`config.mk`:
```
export PLATFORM = sky130hd
export DESIGN_NAME = spi_pwm_driver_n
export DESIGN_NICKNAME = d
export VERILOG_FILES = /design/src/rtl/spi_pwm_pkg.sv /design/src/rtl/spi_byte_slave.sv /design/src/rtl/spi_pwm_driver_n.sv
export SDC_FILE = /design/constraint.sdc
export NUM_CORES = 1
export LEC_CHECK = 0
export BUFFER_PORTS_ARGS = -buffer_cell sky130_fd_sc_hd__buf_4
export CAP_MARGIN = 20
export CORE_MARGIN = 5
export CORE_UTILIZATION = 35
export DETAILED_ROUTE_END_ITERATION = 8
export PLACE_DENSITY = 0.53
export SETUP_SLACK_MARGIN = 0.15
export SYNTH_ARGS = -nofsm -noshare
export SYNTH_HDL_FRONTEND = slang
export SYNTH_SLANG_ARGS = --single-unit
export TNS_END_PERCENT = 20
```
`constraint.sdc`:
```
create_clock -name clk -period 13.1 [get_ports clk]
set_clock_uncertainty 0.15 [all_clocks]
set_input_delay 1.965 -clock clk [delete_from_list [all_inputs] [get_ports clk]]
set_output_delay 1.965 -clock clk [all_outputs]
set_load 0.02 [all_outputs]
```
`src/rtl/spi_pwm_pkg.sv`:
```
// Shared constants and types for the SPI-controlled PWM driver.
// Latency: n/a (declarations only).
// Backpressure: n/a.
package spi_pwm_pkg;

    localparam int         CMD_WR_BIT  = 7;      // command byte: 1 = write, 0 = read
    localparam logic [6:0] CTRL_ADDR   = 7'h7F;  // control register address
    localparam int         CTRL_EN_BIT = 0;      // CTRL bit that gates all outputs

    typedef enum logic [1:0] {
        IDLE,
        CMD,
        WR,
        RD
    } spi_state_e;

endpackage

```
`src/rtl/spi_byte_slave.sv`:
```
// Mode-0 SPI byte slave oversampled by clk: synchronizers, sclk edge detect, rx byte, tx shift.
// Latency: byte_done_o fires SYNC_STAGES clk cycles after the 8th sclk rise; tx bit appears 1 clk after a detected fall.
// Backpressure: none; the SPI master owns timing (sclk phases >= SYNC_STAGES+2 clk cycles).
// Ports: clk/reset (sync, active-high); sclk_i/cs_n_i/mosi_i raw SPI pins; cs_fall_o/cs_rise_o chip-select edge pulses;
//        byte_done_o/rx_byte_o completed byte (valid for the single pulse cycle);
//        with SPI_READBACK_EN: tx_dat_i byte to send, tx_load_o load strobe, miso_o shift MSB.
module spi_byte_slave #(
    parameter int SYNC_STAGES = 2
) (
    input  logic       clk,
    input  logic       reset,
    input  logic       sclk_i,
    input  logic       cs_n_i,
    input  logic       mosi_i,
`ifdef SPI_READBACK_EN
    input  logic [7:0] tx_dat_i,
    output logic       tx_load_o,
    output logic       miso_o,
`endif
    output logic       cs_fall_o,
    output logic       cs_rise_o,
    output logic       byte_done_o,
    output logic [7:0] rx_byte_o
);

    logic [SYNC_STAGES-1:0] sclk_sync_q;
    logic [SYNC_STAGES-1:0] cs_sync_q;
    logic [SYNC_STAGES-1:0] mosi_sync_q;
    logic                   sclk_prev_q;
    logic                   cs_prev_q;
    logic [2:0]             bit_cnt_q;
    logic [6:0]             rx_q;

    logic sclk_s, cs_s, mosi_s, sclk_rise;

    assign sclk_s    = sclk_sync_q[SYNC_STAGES-1];
    assign cs_s      = cs_sync_q[SYNC_STAGES-1];
    assign mosi_s    = mosi_sync_q[SYNC_STAGES-1];
    assign sclk_rise = sclk_s & ~sclk_prev_q;

    assign cs_fall_o   = ~cs_s & cs_prev_q;
    assign cs_rise_o   = cs_s & ~cs_prev_q;
    // All three pins share the same sync depth, so mosi is already stable when the rise is seen.
    assign byte_done_o = sclk_rise & ~cs_s & (bit_cnt_q == 3'd7);
    assign rx_byte_o   = {rx_q, mosi_s};

    always_ff @(posedge clk) begin
        if (reset) begin
            sclk_sync_q <= '0;
            cs_sync_q   <= '1;
            mosi_sync_q <= '0;
            sclk_prev_q <= 1'b0;
            cs_prev_q   <= 1'b1;
            bit_cnt_q   <= 3'd0;
            rx_q        <= 7'd0;
        end else begin
            sclk_sync_q <= {sclk_sync_q[SYNC_STAGES-2:0], sclk_i};
            cs_sync_q   <= {cs_sync_q[SYNC_STAGES-2:0], cs_n_i};
            mosi_sync_q <= {mosi_sync_q[SYNC_STAGES-2:0], mosi_i};
            sclk_prev_q <= sclk_s;
            cs_prev_q   <= cs_s;
            // Deselect throws away any partial byte.
            if (cs_s) begin
                bit_cnt_q <= 3'd0;
            end else if (sclk_rise) begin
                bit_cnt_q <= bit_cnt_q + 3'd1;
                rx_q      <= {rx_q[5:0], mosi_s};
            end
        end
    end

`ifdef SPI_READBACK_EN
    logic       sclk_fall;
    logic       load_pend_q;
    logic [7:0] tx_q;

    assign sclk_fall = ~sclk_s & sclk_prev_q;
    // The falling edge after each completed byte reloads; every other falling edge shifts.
    assign tx_load_o = sclk_fall & load_pend_q & ~cs_s;
    assign miso_o    = tx_q[7];

    always_ff @(posedge clk) begin
        if (reset) begin
            load_pend_q <= 1'b0;
            tx_q        <= 8'h00;
        end else if (cs_s) begin
            load_pend_q <= 1'b0;
            tx_q        <= 8'h00;
        end else if (byte_done_o) begin
            load_pend_q <= 1'b1;
        end else if (tx_load_o) begin
            load_pend_q <= 1'b0;
            tx_q        <= tx_dat_i;
        end else if (sclk_fall) begin
            tx_q        <= {tx_q[6:0], 1'b0};
        end
    end
`endif

endmodule

```
`src/rtl/spi_pwm_driver_n.sv`:
```
// SPI-programmed NUM_CH-channel PWM; shadow levels move to active levels only at the period wrap.
// Latency: pwm_out is registered, one clk after the counter value it reflects; new levels apply from the next period.
// Backpressure: none; SPI master paces transfers, PWM free-runs.
// Ports: clk, reset (sync, active-high); sclk/cs_n/mosi/miso mode-0 SPI slave; pwm_out[NUM_CH] outputs;
//        period_start one-cycle pulse while the counter is 0.
// Build option: define SPI_READBACK_EN to build the read path (otherwise reads are ignored and miso is 0).
module spi_pwm_driver_n
    import spi_pwm_pkg::*;
#(
    parameter int NUM_CH      = 7,
    parameter int PWM_BITS    = 8,
    parameter int SYNC_STAGES = 2
) (
    input  logic              clk,
    input  logic              reset,
    input  logic              sclk,
    input  logic              cs_n,
    input  logic              mosi,
    output logic              miso,
    output logic [NUM_CH-1:0] pwm_out,
    output logic              period_start
);

    localparam int                  IDX_W   = (NUM_CH > 1) ? $clog2(NUM_CH) : 1;
    localparam logic [PWM_BITS-1:0] CNT_MAX = PWM_BITS'((1 << PWM_BITS) - 2);

    logic                cs_fall, cs_rise, byte_done;
    logic [7:0]          rx_byte;
    spi_state_e          state_q, state_d;
    logic [6:0]          addr_q, addr_d, addr_inc;
    logic [PWM_BITS-1:0] cnt_q, cnt_d;
    logic [PWM_BITS-1:0] shadow_q [NUM_CH];
    logic [PWM_BITS-1:0] active_q [NUM_CH];
    logic                ctrl_en_q;
    logic [NUM_CH-1:0]   pwm_q;
    logic                period_q;
    logic                wrap, wr_en, addr_is_ch;
    logic [IDX_W-1:0]    ch_idx;

    assign wrap       = (cnt_q == CNT_MAX);
    assign cnt_d      = wrap ? '0 : cnt_q + PWM_BITS'(1);
    assign addr_inc   = (addr_q == CTRL_ADDR) ? CTRL_ADDR : addr_q + 7'd1;
    assign addr_is_ch = (int'(addr_q) < NUM_CH);
    assign ch_idx     = addr_q[IDX_W-1:0];

`ifdef SPI_READBACK_EN
    logic       tx_load, tx_msb;
    logic [7:0] rd_dat;

    always_comb begin
        rd_dat = 8'h00;
        if (addr_is_ch) begin
            rd_dat = 8'(shadow_q[ch_idx]);
        end else if (addr_q == CTRL_ADDR) begin
            rd_dat[CTRL_EN_BIT] = ctrl_en_q;
        end
    end

    assign miso = (state_q == RD) & tx_msb;
`else
    assign miso = 1'b0;
`endif

    spi_byte_slave #(
        .SYNC_STAGES (SYNC_STAGES)
    ) u_spi (
        .clk         (clk),
        .reset       (reset),
        .sclk_i      (sclk),
        .cs_n_i      (cs_n),
        .mosi_i      (mosi),
`ifdef SPI_READBACK_EN
        .tx_dat_i    (rd_dat),
        .tx_load_o   (tx_load),
        .miso_o      (tx_msb),
`endif
        .cs_fall_o   (cs_fall),
        .cs_rise_o   (cs_rise),
        .byte_done_o (byte_done),
        .rx_byte_o   (rx_byte)
    );

    always_comb begin
        state_d = state_q;
        addr_d  = addr_q;
        wr_en   = 1'b0;
        unique case (state_q)
            IDLE: if (cs_fall) state_d = CMD;
            CMD: begin
                if (byte_done) begin
                    addr_d  = rx_byte[6:0];
                    state_d = rx_byte[CMD_WR_BIT] ? WR : RD;
                end
            end
            WR: begin
                if (byte_done) begin
                    wr_en  = 1'b1;
                    addr_d = addr_inc;
                end
            end
            RD: begin
`ifdef SPI_READBACK_EN
                // Address advances as each read byte is captured into the shifter.
                if (tx_load) addr_d = addr_inc;
`endif
            end
            default: state_d = IDLE;
        endcase
        if (cs_rise) state_d = IDLE;
    end

    always_ff @(posedge clk) begin
        if (reset) begin
            state_q   <= IDLE;
            addr_q    <= 7'd0;
            cnt_q     <= '0;
            ctrl_en_q <= 1'b1;
            pwm_q     <= '0;
            period_q  <= 1'b0;
            for (int i = 0; i < NUM_CH; i++) begin
                shadow_q[i] <= '0;
                active_q[i] <= '0;
            end
        end else begin
            state_q  <= state_d;
            addr_q   <= addr_d;
            cnt_q    <= cnt_d;
            period_q <= wrap;
            // Nonblocking copy: a write landing on the wrap cycle reaches active one period later.
            if (wrap) begin
                for (int i = 0; i < NUM_CH; i++) active_q[i] <= shadow_q[i];
            end
            if (wr_en && addr_is_ch) shadow_q[ch_idx] <= rx_byte[PWM_BITS-1:0];
            if (wr_en && (addr_q == CTRL_ADDR)) ctrl_en_q <= rx_byte[CTRL_EN_BIT];
            for (int i = 0; i < NUM_CH; i++) begin
                pwm_q[i] <= (cnt_q < active_q[i]) & ctrl_en_q;
            end
        end
    end

    assign pwm_out      = pwm_q;
    assign period_start = period_q;

endmodule
```
==> results.py <==
metrics = {
    "power": {
        "swShare_pct": 20.2,
        "intPower_uw": 893,
        "p_seq_share_pct": 49.0,
        "clockPowerShare_pct": 47.5,
        "power.density_mw_per_mm2": 138,
        "ir_drop_mv": 0.0942,
        "p_leak_nw": 3.37,
        "netSwitchingPower_uw": 226,
        "pwr-share-comb_pct": 3.5,
    },
    "synth": {
        "syn-num-nets": 672,
        "ys_ff_latch": 156,
        "ys_types": 54,
        "ys_warn_count": 0,
        "syn_area_mm2": 0.00711,
        "ys_seq_area_share_pct": 58.6,
        "yosysTopAreaCell": "edfxtp_1",
        "netlist.area_leader.share_pct": 43.9,
        "synth_edf_count": 104,
        "synth_area_leaders": "edfxtp_1 44%, dfxtp_1 15%, ha_1 9.5%",
        "async_reset_ff_share_pct": 0,
        "syn_inst": 613,
        "yosysMostFrequentCell": "edfxtp_1",
        "yosys-top-cells-count": "104 x edfxtp_1, 54 x ha_1, 53 x inv_1",
        "synth_area_per_cell_um2": 11.6,
        "ys.flop_type": "edfxtp_1",
    },
    "die": {
        "row_count": 52,
        "die_w_um": 153,
        "io_pins": 14,
        "start_util_pct": 35.4,
        "core_region_area_mm2": 0.0201,
        "die_area_mm2": 0.0233,
        "die_height_um": 153,
    },
    "global_route": {
        "grt_pass1_vias": 4330,
        "antenna_found_initial": 0,
        "gr-usage-all-layers_pct": 12.5,
        "globalRouteOverflowTotal": 0,
        "grt_max_degree": 65,
        "grt_pass1_wl_um": 23000,
    },
    "timing": {
        "tightest_slew_ns": 0.806,
        "fin_ws_ns": 9.34,
        "drv_slew": 0,
        "relSlewSlack_pct": 46.1,
        "grt_setup_unrepaired": "no",
        "hold_ws_ns": 0.260,
        "setup-tns-final_ns": 0,
        "finalHoldViolCount": 0,
        "fmax_mhz": 266,
        "finalSetupViolations": 0,
        "period_minus_slack_ns": 3.76,
        "timing.final.crit_share_pct": 28.7,
    },
    "route": {
        "wl_per_cell_um": 15.1,
        "via_per_inst": 4.75,
        "drc": 0,
        "dr.pass1.iters": 5,
        "routed_wl_um": 13700,
        "ant_nets": 0,
        "initialDrtViolationCount": 238,
        "via_count": 4316,
    },
    "layout": {
        "syn_to_final_growth_pct": 14.4,
        "antenna_cells": 0,
        "final_layout_size_suffix_gt1_share_pct": 11.6,
        "final_nets": 685,
    },
    "flow_run": {
        "maxCapViolCount": 0,
    },
    "critical_path": {
        "reg2reg_depth": 7,
        "crit_fanout": 50,
        "cp.arrival_ns": 3.92,
        "crit_required_ns": 13.25,
        "critPathKind": "primary input to flop",
        "crit_path_end_kind": "flop",
        "startpoint_type": "primary input",
    },
    "clocking": {
        "clock_sinks": 156,
        "htreeDepth": 4,
        "cts-root-buf": "clkbuf_16",
        "post-cts-setup-buffer-count": 0,
        "clk_pin_slew_worst_paths_ns": 0.06,
        "cts_tree": "built",
        "cts-buffers-inserted": 17,
        "clock_path_buffers": 2,
        "hold_buffers": 0,
        "cts_resized": 0,
        "clk_latency_ns": 0.42,
    },
    "outcome": {
        "status": "completed",
    },
    "place": {
        "numPortBuffers": 12,
        "preCtsSetupSlack_ns": 8.89,
        "dpl.hpwl_um": 9380,
        "gp_congestion": 0.774,
    },
    "worst_hold_path": {
        "min_path_cells": 1,
        "hold_class": "flop to flop",
    },
}
-- state kept, by name, summed over array words and instances, names as in the netlist, 2 cells and up --
signal and count:
active_q 56, addr_q 7, cnt_q 8, pwm_out 7, shadow_q 56, state_q 2, u_spi.bit_cnt_q 3, u_spi.cs_sync_q 2
u_spi.mosi_sync_q 2, u_spi.rx_q 7, u_spi.sclk_sync_q 2
-- metal layers --
| layer | vias up | wire length (µm) | GRT usage (%) |
|---|---|---|---|
| met5 | - | 0 | 0 |
| met4 | 0 | 118 | 4.45 |
| li1 | 2183 | - | - |
| met1 | 2049 | 6630 | 16.7 |
| met3 | 6 | 390 | 3.04 |
| met2 | 78 | 6610 | 20.0 |
-- critical path: stages --
cell and delay, ns:
buf_4 0.26, nor4_1 0.73, buf_4 0.28, and4_1 0.30, mux2_2 0.36
-- cells by family (layout without fill, tap and decap cells) --
kind of cell | count (synthesis) | in the layout | share of synthesized area, %
AOI/OAI and AO/OA | 75 | 75 | 7.02
xor gates and xnor gates | 6 | 6 | 0.739
adders and majority gates | 54 | 54 | 9.50
buffers and inverters | 76 | 102 | 4.19
DFF | 156 | 156 | 58.6
muxes | 18 | 18 | 2.68
other | 1 | 1 | 0.0527
and+or+nand+nor | 227 | 227 | 17.2
-- power by group through the flow --
stage	combinational, mW	clock (mW)	sequential (mW)
finish	0.0390	0.532	0.549
global route	0.0458	0.566	0.551
CTS	0.0401	0.545	0.549
detailed placement	0.0398	0	0.560
global placement	0.0379	0	0.559
floorplan	0.0281	0	0.558
-- path summary, 6_finish.rpt --
check / to / slack, ns / from
setup / recovery: shadow_q[6][3] / 9.34 / reset
hold / removal: u_spi.cs_sync_q[1] / 0.26 / u_spi.cs_sync_q[0]
setup reg to reg: shadow_q[6][3] / 10.20 / u_spi.bit_cnt_q[0]
hold reg to reg: u_spi.cs_sync_q[1] / 0.26 / u_spi.cs_sync_q[0]
-- cell usage in the layout, fill, tap and decap left out, drive strengths merged, types with 2 or more instances in the layout --
master,n
edfxtp,104
ha,54
inv,54
nor2,54
dfxtp,52
and2,48
nand2,32
nor2b,26
a21oi,21
and3,18
clkbuf,17
nand3,17
buf,16
o21ai,14
mux2i,10
a31oi,8
mux2,8
a41o,7
a211o,7
nand2b,6
nor3,6
clkinv,6
or3,5
xor2,5
bufinv,5
clkinvlp,4
a21o,3
nand4,3
or2,3
nor4,2
a31o,2
o221ai,2
a211oi,2
or4,2
o21bai,2
-- through the flow --
stage / utilization [%] / cell area [µm²] / cells / power [mW]
2_1_floorplan: - / 7110 / 613 / 0.586
6_report: 40.5 / 8140 / 909 / 1.12
3_3_place_gp: 37.2 / 7490 / 877 / 0.597
3_5_place_dp: 37.2 / 7490 / 877 / 0.599
4_1_cts: 40.5 / 8140 / 909 / 1.13
5_1_grt: 40.5 / 8140 / 909 / 1.16
-- area by class of cell --
type                    instances  area, µm²
repair buffers                 16        120
inverters                      54        203
clock inverters                15        221
clock buffers                  17        425
fillers                      1909      12000
multi-input cells             381       2660
flip-flops and latches        156       4160
well taps                     270        338
Note: power is estimated with default switching activity, not from simulation.
